--- config.mk ---
export PLATFORM = sky130hd
export DESIGN_NAME = fc3_acc
export DESIGN_NICKNAME = d
export VERILOG_FILES = /design/src/rtl/fc3_acc_pkg.sv /design/src/rtl/fc3_acc_lane.sv /design/src/rtl/fc3_acc.sv
export SDC_FILE = /design/constraint.sdc
export NUM_CORES = 1
export LEC_CHECK = 0
export CORE_MARGIN = 1
export CORE_UTILIZATION = 35
export CTS_BUF_LIST = sky130_fd_sc_hd__clkbuf_2
export DETAILED_ROUTE_END_ITERATION = 8
export GPL_ROUTABILITY_DRIVEN = 0
export SYNTH_ARGS = -nofsm -noshare
export SYNTH_HDL_FRONTEND = slang
export SYNTH_SLANG_ARGS = --single-unit
--- constraint.sdc ---
create_clock -name clk -period 3.35 [get_ports clk]
set_clock_uncertainty 0.1 [all_clocks]
set_input_delay 0.67 -clock clk [delete_from_list [all_inputs] [get_ports clk]]
set_output_delay 0.67 -clock clk [all_outputs]
set_load 0.02 [all_outputs]
--- src/rtl/fc3_acc_pkg.sv ---
`default_nettype none
// ============================================================================
// Module      : fc3_pkg
// Description : Shared types and helpers for the fc3 accumulator slice.
//               - fc3_state_e  : accumulator FSM state encoding
//               - fc3_offs_t   : zero / PPON / PNON offsets of an offset-binary
//                                sum of ADIM beats of PWID-bit products
//               - fc3_offsets(): computes those offsets from ADIM and PWID
// Revision    : 1.0 - initial release
// ============================================================================
package fc3_pkg;

  typedef enum logic [1:0] {
    ST_IDLE = 2'd0,
    ST_ACC  = 2'd1,
    ST_DONE = 2'd2
  } fc3_state_e;

  typedef struct packed {
    longint unsigned zero;  // sum representing a zero-valued neuron
    longint unsigned ppon;  // zero + one half-scale product
    longint unsigned pnon;  // zero - one half-scale product
  } fc3_offs_t;

  // Each product carries a bias of 2^PWID/2, so ADIM beats carry ADIM times it.
  function automatic fc3_offs_t fc3_offsets(input int unsigned adim,
                                            input int unsigned pwid);
    fc3_offs_t       o;
    longint unsigned half;
    half   = 64'(1) << (pwid - 1);
    o.zero = 64'(adim) * half;
    o.ppon = o.zero + half;
    o.pnon = o.zero - half;
    return o;
  endfunction

endpackage
`default_nettype wire

--- src/rtl/fc3_acc_lane.sv ---
`default_nettype none
// ============================================================================
// Module      : fc3_acc_lane
// Description : One output-neuron accumulator register.
//               Priority: rst > clear > load > add > hold.
// Ports       : clk, rst      - clock, synchronous active-high reset
//               clear         - zero the accumulator next cycle
//               load          - acc <= zero-extended in_data
//               add           - acc <= acc + zero-extended in_data
//               in_data       - PWID-bit offset-binary partial product
//               acc_q         - accumulated value (AWID bits)
//               last, ovf_q   - only with FC3_ACC_OVF_EN: final-beat strobe
//                               and sticky "sum above OVF_THR" flag
// Config      : FC3_ACC_OVF_EN adds the overflow flag logic.
// Revision    : 1.0 - initial release
// ============================================================================
module fc3_acc_lane #(
  parameter int PWID = 10,
  parameter int AWID = 16
`ifdef FC3_ACC_OVF_EN
  ,
  parameter logic [AWID-1:0] OVF_THR = '0
`endif
) (
  input  logic            clk,
  input  logic            rst,
  input  logic            clear,
  input  logic            load,
  input  logic            add,
  input  logic [PWID-1:0] in_data,
`ifdef FC3_ACC_OVF_EN
  input  logic            last,
  output logic            ovf_q,
`endif
  output logic [AWID-1:0] acc_q
);

  logic [AWID-1:0] acc_d;
  logic [AWID-1:0] in_ext;

  assign in_ext = AWID'(in_data);

  always_comb begin
    acc_d = acc_q;
    if (clear) begin
      acc_d = '0;
    end else if (load) begin
      acc_d = in_ext;
    end else if (add) begin
      acc_d = acc_q + in_ext;
    end
  end

  always_ff @(posedge clk) begin
    if (rst) begin
      acc_q <= '0;
    end else begin
      acc_q <= acc_d;
    end
  end

`ifdef FC3_ACC_OVF_EN
  logic ovf_d;

  // Judged on the final sum so the flag lines up with out_valid.
  always_comb begin
    ovf_d = ovf_q;
    if (clear) begin
      ovf_d = 1'b0;
    end else if ((load || add) && last && (acc_d > OVF_THR)) begin
      ovf_d = 1'b1;
    end
  end

  always_ff @(posedge clk) begin
    if (rst) begin
      ovf_q <= 1'b0;
    end else begin
      ovf_q <= ovf_d;
    end
  end
`endif

endmodule
`default_nettype wire

--- src/rtl/fc3_acc.sv ---
`default_nettype none
// ============================================================================
// Module      : fc3_acc
// Description : FC3 layer accumulator. Sums ADIM beats of IDIM parallel
//               offset-binary partial products and presents the per-lane
//               sums with a valid/ready handshake to the ReLU stage.
// Ports       : clk, rst             - clock, synchronous active-high reset
//               clr                  - synchronous abort of the accumulation
//               in_valid/in_ready    - beat handshake
//               in_data[IDIM]        - PWID-bit partial product per lane
//               out_valid/out_ready  - result handshake
//               out_data[IDIM]       - AWID-bit per-lane sum
//               ovf[IDIM-1:0]        - only with FC3_ACC_OVF_EN: sticky
//                                      per-lane "sum above PPON" flags
// Config      : define FC3_ACC_OVF_EN to add the ovf output.
// Revision    : 1.0 - initial release
// ============================================================================
module fc3_acc
  import fc3_pkg::*;
#(
  parameter int IDIM = 1,
  parameter int PWID = 10,
  parameter int ADIM = 110*32,
  parameter int AWID = $clog2(ADIM) + 1 + PWID
) (
  input  logic            clk,
  input  logic            rst,
  input  logic            clr,
  input  logic            in_valid,
  output logic            in_ready,
  input  logic [PWID-1:0] in_data  [IDIM],
  output logic            out_valid,
  input  logic            out_ready,
`ifdef FC3_ACC_OVF_EN
  output logic [IDIM-1:0] ovf,
`endif
  output logic [AWID-1:0] out_data [IDIM]
);

  localparam int              CNT_W    = $clog2(ADIM + 1);
  localparam logic [CNT_W-1:0] CNT_LAST = CNT_W'(ADIM - 1);

  fc3_state_e       state_q, state_d;
  logic [CNT_W-1:0] cnt_q, cnt_d;

  logic xfer;
  logic hs;
  logic last_beat;
  logic lane_clear;
  logic lane_load;
  logic lane_add;

  assign xfer = in_valid && in_ready;
  assign hs   = out_valid && out_ready;

  // The counter sits at 0 in IDLE, so one compare covers both the first
  // beat (ADIM==1) and the ADIM-th beat of a longer accumulation.
  assign last_beat = (cnt_q == CNT_LAST);

  // --------------------------------------------------------------------------
  // State register
  // --------------------------------------------------------------------------
  always_ff @(posedge clk) begin
    if (rst) begin
      state_q <= ST_IDLE;
      cnt_q   <= '0;
    end else begin
      state_q <= state_d;
      cnt_q   <= cnt_d;
    end
  end

  // --------------------------------------------------------------------------
  // Next-state logic
  // --------------------------------------------------------------------------
  always_comb begin
    state_d = state_q;
    cnt_d   = cnt_q;
    if (clr) begin
      state_d = ST_IDLE;
      cnt_d   = '0;
    end else begin
      case (state_q)
        ST_IDLE, ST_ACC: begin
          if (xfer) begin
            if (last_beat) begin
              state_d = ST_DONE;
              cnt_d   = '0;
            end else begin
              state_d = ST_ACC;
              cnt_d   = cnt_q + 1'b1;
            end
          end
        end
        ST_DONE: begin
          if (hs) begin
            state_d = ST_IDLE;
          end
        end
        default: begin
          state_d = ST_IDLE;
          cnt_d   = '0;
        end
      endcase
    end
  end

  // --------------------------------------------------------------------------
  // Output / datapath control decode
  // --------------------------------------------------------------------------
  always_comb begin
    in_ready   = (state_q != ST_DONE);
    out_valid  = (state_q == ST_DONE);
    // xfer and hs are mutually exclusive (in_ready low in DONE).
    lane_clear = clr || hs;
    lane_load  = xfer && (state_q == ST_IDLE);
    lane_add   = xfer && (state_q == ST_ACC);
  end

`ifdef FC3_ACC_OVF_EN
  localparam fc3_offs_t       OFFS    = fc3_offsets(ADIM, PWID);
  localparam logic [AWID-1:0] OVF_THR = AWID'(OFFS.ppon);
`endif

  // --------------------------------------------------------------------------
  // Per-lane accumulators
  // --------------------------------------------------------------------------
  for (genvar g = 0; g < IDIM; g++) begin : g_lane
    fc3_acc_lane #(
      .PWID    (PWID),
`ifdef FC3_ACC_OVF_EN
      .OVF_THR (OVF_THR),
`endif
      .AWID    (AWID)
    ) u_lane (
      .clk     (clk),
      .rst     (rst),
      .clear   (lane_clear),
      .load    (lane_load),
      .add     (lane_add),
      .in_data (in_data[g]),
`ifdef FC3_ACC_OVF_EN
      .last    (last_beat),
      .ovf_q   (ovf[g]),
`endif
      .acc_q   (out_data[g])
    );
  end

endmodule
`default_nettype wire

* After elaboration in Yosys (flattened, before gate mapping)
Index checks and enable logic that the tools add are counted.
** Storage, ports and cells
- Register bits after elaboration :: 37
- Bits of input ports :: 15
- Output and inout port bits :: 25
- Word-level logic and storage cells :: 35
** Cells by class
- Add/sub/neg operators :: 2
- Equality and inequality tests :: 6
- Mux-type cells :: 9
- Bitwise gates (word level) :: 1
- Reductions and logical operators :: 13
** Operators by type and width (number)
- 12-bit two-way mux :: 2
- 12-bit one-hot mux with 2 select lines :: 1
- 23-bit by 10-bit adder with 23-bit output :: 1
- 10-bit two-way mux :: 2
- 12-bit by 1-bit adder with 12-bit output, second input constant :: 1
- 12-bit equality test, second input constant :: 1
- 2-bit two-way mux :: 3
- 2-bit OR reduction :: 3
- 1-bit logical AND :: 4
- 2-bit inequality test, second input constant :: 2
- 2-bit one-hot mux with 2 select lines :: 1
- 2-bit AND reduction :: 2
- 3-bit OR reduction :: 1
- 2-bit by 1-bit equality test with 1-bit output, second input constant :: 1
- 2-bit equality test, second input constant :: 1
- 2-bit zero test :: 1
- 2-bit by 1-bit inequality test with 1-bit output, second input constant :: 1
- 2-bit nonzero test :: 1
- 1-bit logical OR :: 1
- 1-bit inverter :: 1

* Logic depth before layout (Yosys ltp)
Gate-level depths: netlist of run 1.
- Depth after elaboration :: 5
- Depth in mapped cells :: 9
- Depth with buffers taken out :: 8

* Hierarchy
From an unflattened synthesis of run 1, not the netlist that was laid out.
** Second synthesis, totals
- Cell total of the unflattened synthesis :: 286
- Area total of the unflattened synthesis :: 2402.3 um^2
** By module, submodules not included
- fc3_acc_lane :: instances 1, cells each 210, area each 1676.6 um^2, sequential area each 460.4 um^2
- fc3_acc :: instances 1, cells each 76, area each 725.7 um^2, sequential area each 280.3 um^2

* Least setup slack after synthesis of run 1
Ideal clock, no wire load.
- Kind :: input to register
- From :: input in_data[0] (netlist name)
- To :: register g_lane[0].u_lane.acc_q[10]
- Library setup time :: 70 ps
- Data arrival time :: 2467 ps
- Data required time :: 3180 ps
- Setup slack :: 712 ps
- Stages :: 9
- Path buffers :: 1
- Cell sequence :: ha_1 > inv_1 > fa_1 > nand2b_1 > a211oi_1 > a21oi_1 > buf_2 > or3_1 > a21oi_1
** Between the ends
- Cells in the longest elaborated chain, start to end :: 1
** RTL lines
- from (decl) :: RTL line fc3_acc.sv:31 : input logic [PWID-1:0] in_data [IDIM],
- 23-bit by 10-bit adder with 23-bit output :: RTL line fc3_acc_lane.sv:50 : acc_d = acc_q + in_ext;
- to (signal assigned) :: RTL line fc3_acc_lane.sv:56 : acc_q <= '0;
- to (signal assigned) :: RTL line fc3_acc_lane.sv:58 : acc_q <= acc_d;
- to (decl) :: RTL line fc3_acc_lane.sv:35 : output logic [AWID-1:0] acc_q
Every way passes these cells.
A chain may end at the register's enable or synchronous reset.

* Final worst setup path of run 1
- From :: input in_data[0] (netlist name)
- To :: register g_lane[0].u_lane.acc_q[16]
The elaborated chain is that of the path after synthesis.

==> run metrics, run 1 <==
DR iter-0 viols=174; Synthesized Nets=317; final hold vios=0; drc violations=0; root buffer cell=clkbuf_2; startpoint types=input pin; vias=2,268; setup slack, reg-to-reg=0.78 ns; setup violators final=0; post-synthesis compound-gate area fraction=21.53%; DP Wirelength=4441 um; post-route setup TNS=0 ns; share of cells above drive strength 1=8.309%; CTS tree=built; Commonest cells post-synth=dfxtp_1, nor2_1, a21oi_1, nand2_1, o21ai_0; Distinct cells, synth=49; CTS Buf Count=5; FF-to-FF path depth=10; Adder-Cell Fraction of Synth Area=6.814%; Yosys warning total=0; largest net degree at the start of global routing=14; grt total ovfl=0; post-CTS sizing=0; Synth Flop Type=dfxtp_1; clk_lat worst skew=0.40 ns; Total GRT Usage=17.57%; asr flop ratio synth=0%; Max Slew Vio Count=0; Clk pwr share=26.0%; Yosys top cell by area=dfxtp_1; # Post-CTS Setup Buffers=0; Die Wd=83.30 um; Die Y=83.30 um; router iterations before antenna repair=4; mux cell area share after synthesis=3.191%; Critical Path, Cell by Cell=clkdlybuf4s50_1 -> ha_1 -> inv_1 -> fa_1 -> nand2b_1 -> a211oi_1 -> buf_4 -> a21oi_1 -> buf_4 -> or4_1 -> a21oi_1; core outline area=0.006350 sq mm; Pwr Total=825.9 uW; EDFF count, synth=0; first-pass GRT wire length=10,010 um; top cells by area, synth=dfxtp_1, ha_1, nor2_1, a21oi_1, nand2_1; final cell count without fillers=414; main combinational cell family by area after synthesis=simple AND/OR/NAND/NOR gates; synthesized flop and latch total=37; Worst Hold Class=reg -> reg; outcome=complete, no violations; Max Fclk=341.0 MHz; final wirelength=6006 um; max incr delay on CP=0.50 ns; Reg power frac=54.9%; Detail Route Antenna Nets=0; initial core utilization=36.43%; Place WS=0.02519 ns; final setup margin=0.4176 ns; I/O pin cnt=40; worst path arrival time=3.18 ns; FF-to-FF End=g_lane[0].u_lane.acc_q[16]; worst path bufs/invs=4; placed cells=406; register area share after synthesis=32.02%; Avg Cell Area, Syn=7.977 sq um; worst r2r src=g_lane[0].u_lane.acc_q[0]; final-stage net count=363; Rel. slew slack=43.89%; WHS Path Cells=2; Sw Share=31.61%; Top Family by Delay on Critical Path=buffers and inverters; area grow syn2layout=24.45%; Critical Path Fanout Max=9; Syn Inst Count=290; Max Cap Viol=0; post-synth top area share=32.02%; Worst Hold Path EP=g_lane[0].u_lane.acc_q[22]; num rows=29; fin crit share=87.53%; Mapped Area=0.002313 sq mm; RSZ-0062 raised after global routing=false; Least-Margin Pin Slew=0.8352 ns; Die Area=0.006939 sq mm; WL/cell=14.51 um; Port Buffers=39; vias per std cell=5.478; Power Dens Cells=286.9 mW/mm^2; CP endpoint kind=flop; slowest stage cell, crit path=or4_1; Worst-path clk slew=0.22 ns; most common cell in the netlist=dfxtp_1; number of diodes=0; Gate power share=19.1%; XOR/XNOR Fraction of Synth Area=4.922%; vias in the first global route=2,095; Clock Path Buffers=2; post-synthesis simple-gate area fraction=28.07%; minimum clock period after layout=2.932 ns; LEAKAGE=1.085 nW; # H-tree levels=2; Post-CTS Hold Fix Bufs=0; hold_sp=g_lane[0].u_lane.acc_q[22]; Psw=261.1 uW; Setup CP Type=in -> reg; Int Power=564.9 uW; Core Util, Final=45.34%; Worst VDD drop=0.1481 mV; Required @ worst endpoint=3.60 ns; clock sinks=37; antenna violations before repair=0
==> layer usage <==
| metal | vias up | track usage, % | wire length (um) |
|---|---|---|---|
| met5 | - | 0 | 0 |
| met4 | 0 | 3.762 | 17 |
| met3 | 2 | 3.082 | 247 |
| met2 | 47 | 27.42 | 2711 |
| met1 | 1061 | 25.23 | 3031 |
| li1 | 1158 | - | - |
==> cell usage in the layout (no fill, tap or decap), types with 6 or more instances in the layout <==
cell / count
clkdlybuf4s50_1: 39
xnor2_1: 6
buf_4: 11
nand4_1: 9
dfxtp_1: 37
nor3_1: 9
inv_1: 7
o21ai_1: 11
nor2_1: 34
a211oi_1: 8
a21oi_1: 24
o21ai_0: 12
ha_1: 11
nand2b_1: 6
nand2_1: 23
nand3_1: 7
xor2_1: 7
mux2i_1: 6
==> area by class of cell <==
cell class | instances | area, sq um
Fill cell | 654 | 3471
Inverter | 9 | 33.78
Sequential cell | 37 | 740.7
Clock inverter | 3 | 17.52
Tap cell | 77 | 96.34
Multi-Input combinational cell | 233 | 1493
Clock buffer | 5 | 25.02
Timing Repair Buffer | 50 | 473.0
==> state kept, by name, indices dropped and copies added, names as in the netlist <==
signal and count:
cnt_q 12, state_q 2, g_lane.u_lane.acc_q 23
==> how the worst max path moves through the flow <==
| stage | slack, ns | from | end | depth (start not counted) |
|---|---|---|---|---|
| final | 0.42 | in_data[0] | g_lane[0].u_lane.acc_q[16] | 11 |
| after CTS | 0.43 | in_data[0] | g_lane[0].u_lane.acc_q[16] | 11 |
| after detailed placement | 0.03 | in_data[0] | g_lane[0].u_lane.acc_q[18] | 11 |
| after global placement | 0.03 | in_data[0] | g_lane[0].u_lane.acc_q[18] | 11 |
| after global routing | 0.28 | in_data[0] | g_lane[0].u_lane.acc_q[16] | 11 |
| after floorplan | 0.71 | in_data[0] | g_lane[0].u_lane.acc_q[10] | 9 |
==> tightest hold or removal path, cell delays in order (launching register included) <==
cell	delay, ns
dfxtp_1	0.38
o31ai_1	0.07
a21oi_1	0.06
==> cell families after synthesis <==
logic type / count (synthesis)
buf+inv: 20
mux: 7
compound gates: 79
flops: 37
fa+ha+maj: 12
simple gates: 122
xor+xnor: 13
==> power by group through the flow <==
stage / combinational (mW) / clock [mW] / sequential [mW]
2_1_floorplan: 0.0871 / 0 / 0.468
3_3_place_gp: 0.156 / 0 / 0.462
3_5_place_dp: 0.157 / 0 / 0.462
4_1_cts: 0.157 / 0.224 / 0.454
5_1_grt: 0.173 / 0.239 / 0.455
6_report: 0.158 / 0.214 / 0.454
==> through the flow <==
step / cell area, sq um / hold WS (ns)
3_5_place_dp: 2836 / 0.3820
3_3_place_gp: 2836 / 0.3622
5_1_grt: 2879 / 0.4439
6_report: 2879 / 0.4089
4_1_cts: 2879 / 0.4076
2_1_floorplan: 2313 / 0.3838
(Power assumes the default switching activity.)
==> run 2: changes to the inputs <==
- CTS_CLUSTER_SIZE: default -> 14
==> results of run 2 <==
Final layout, timing and power as in run 1 (identical DEF).
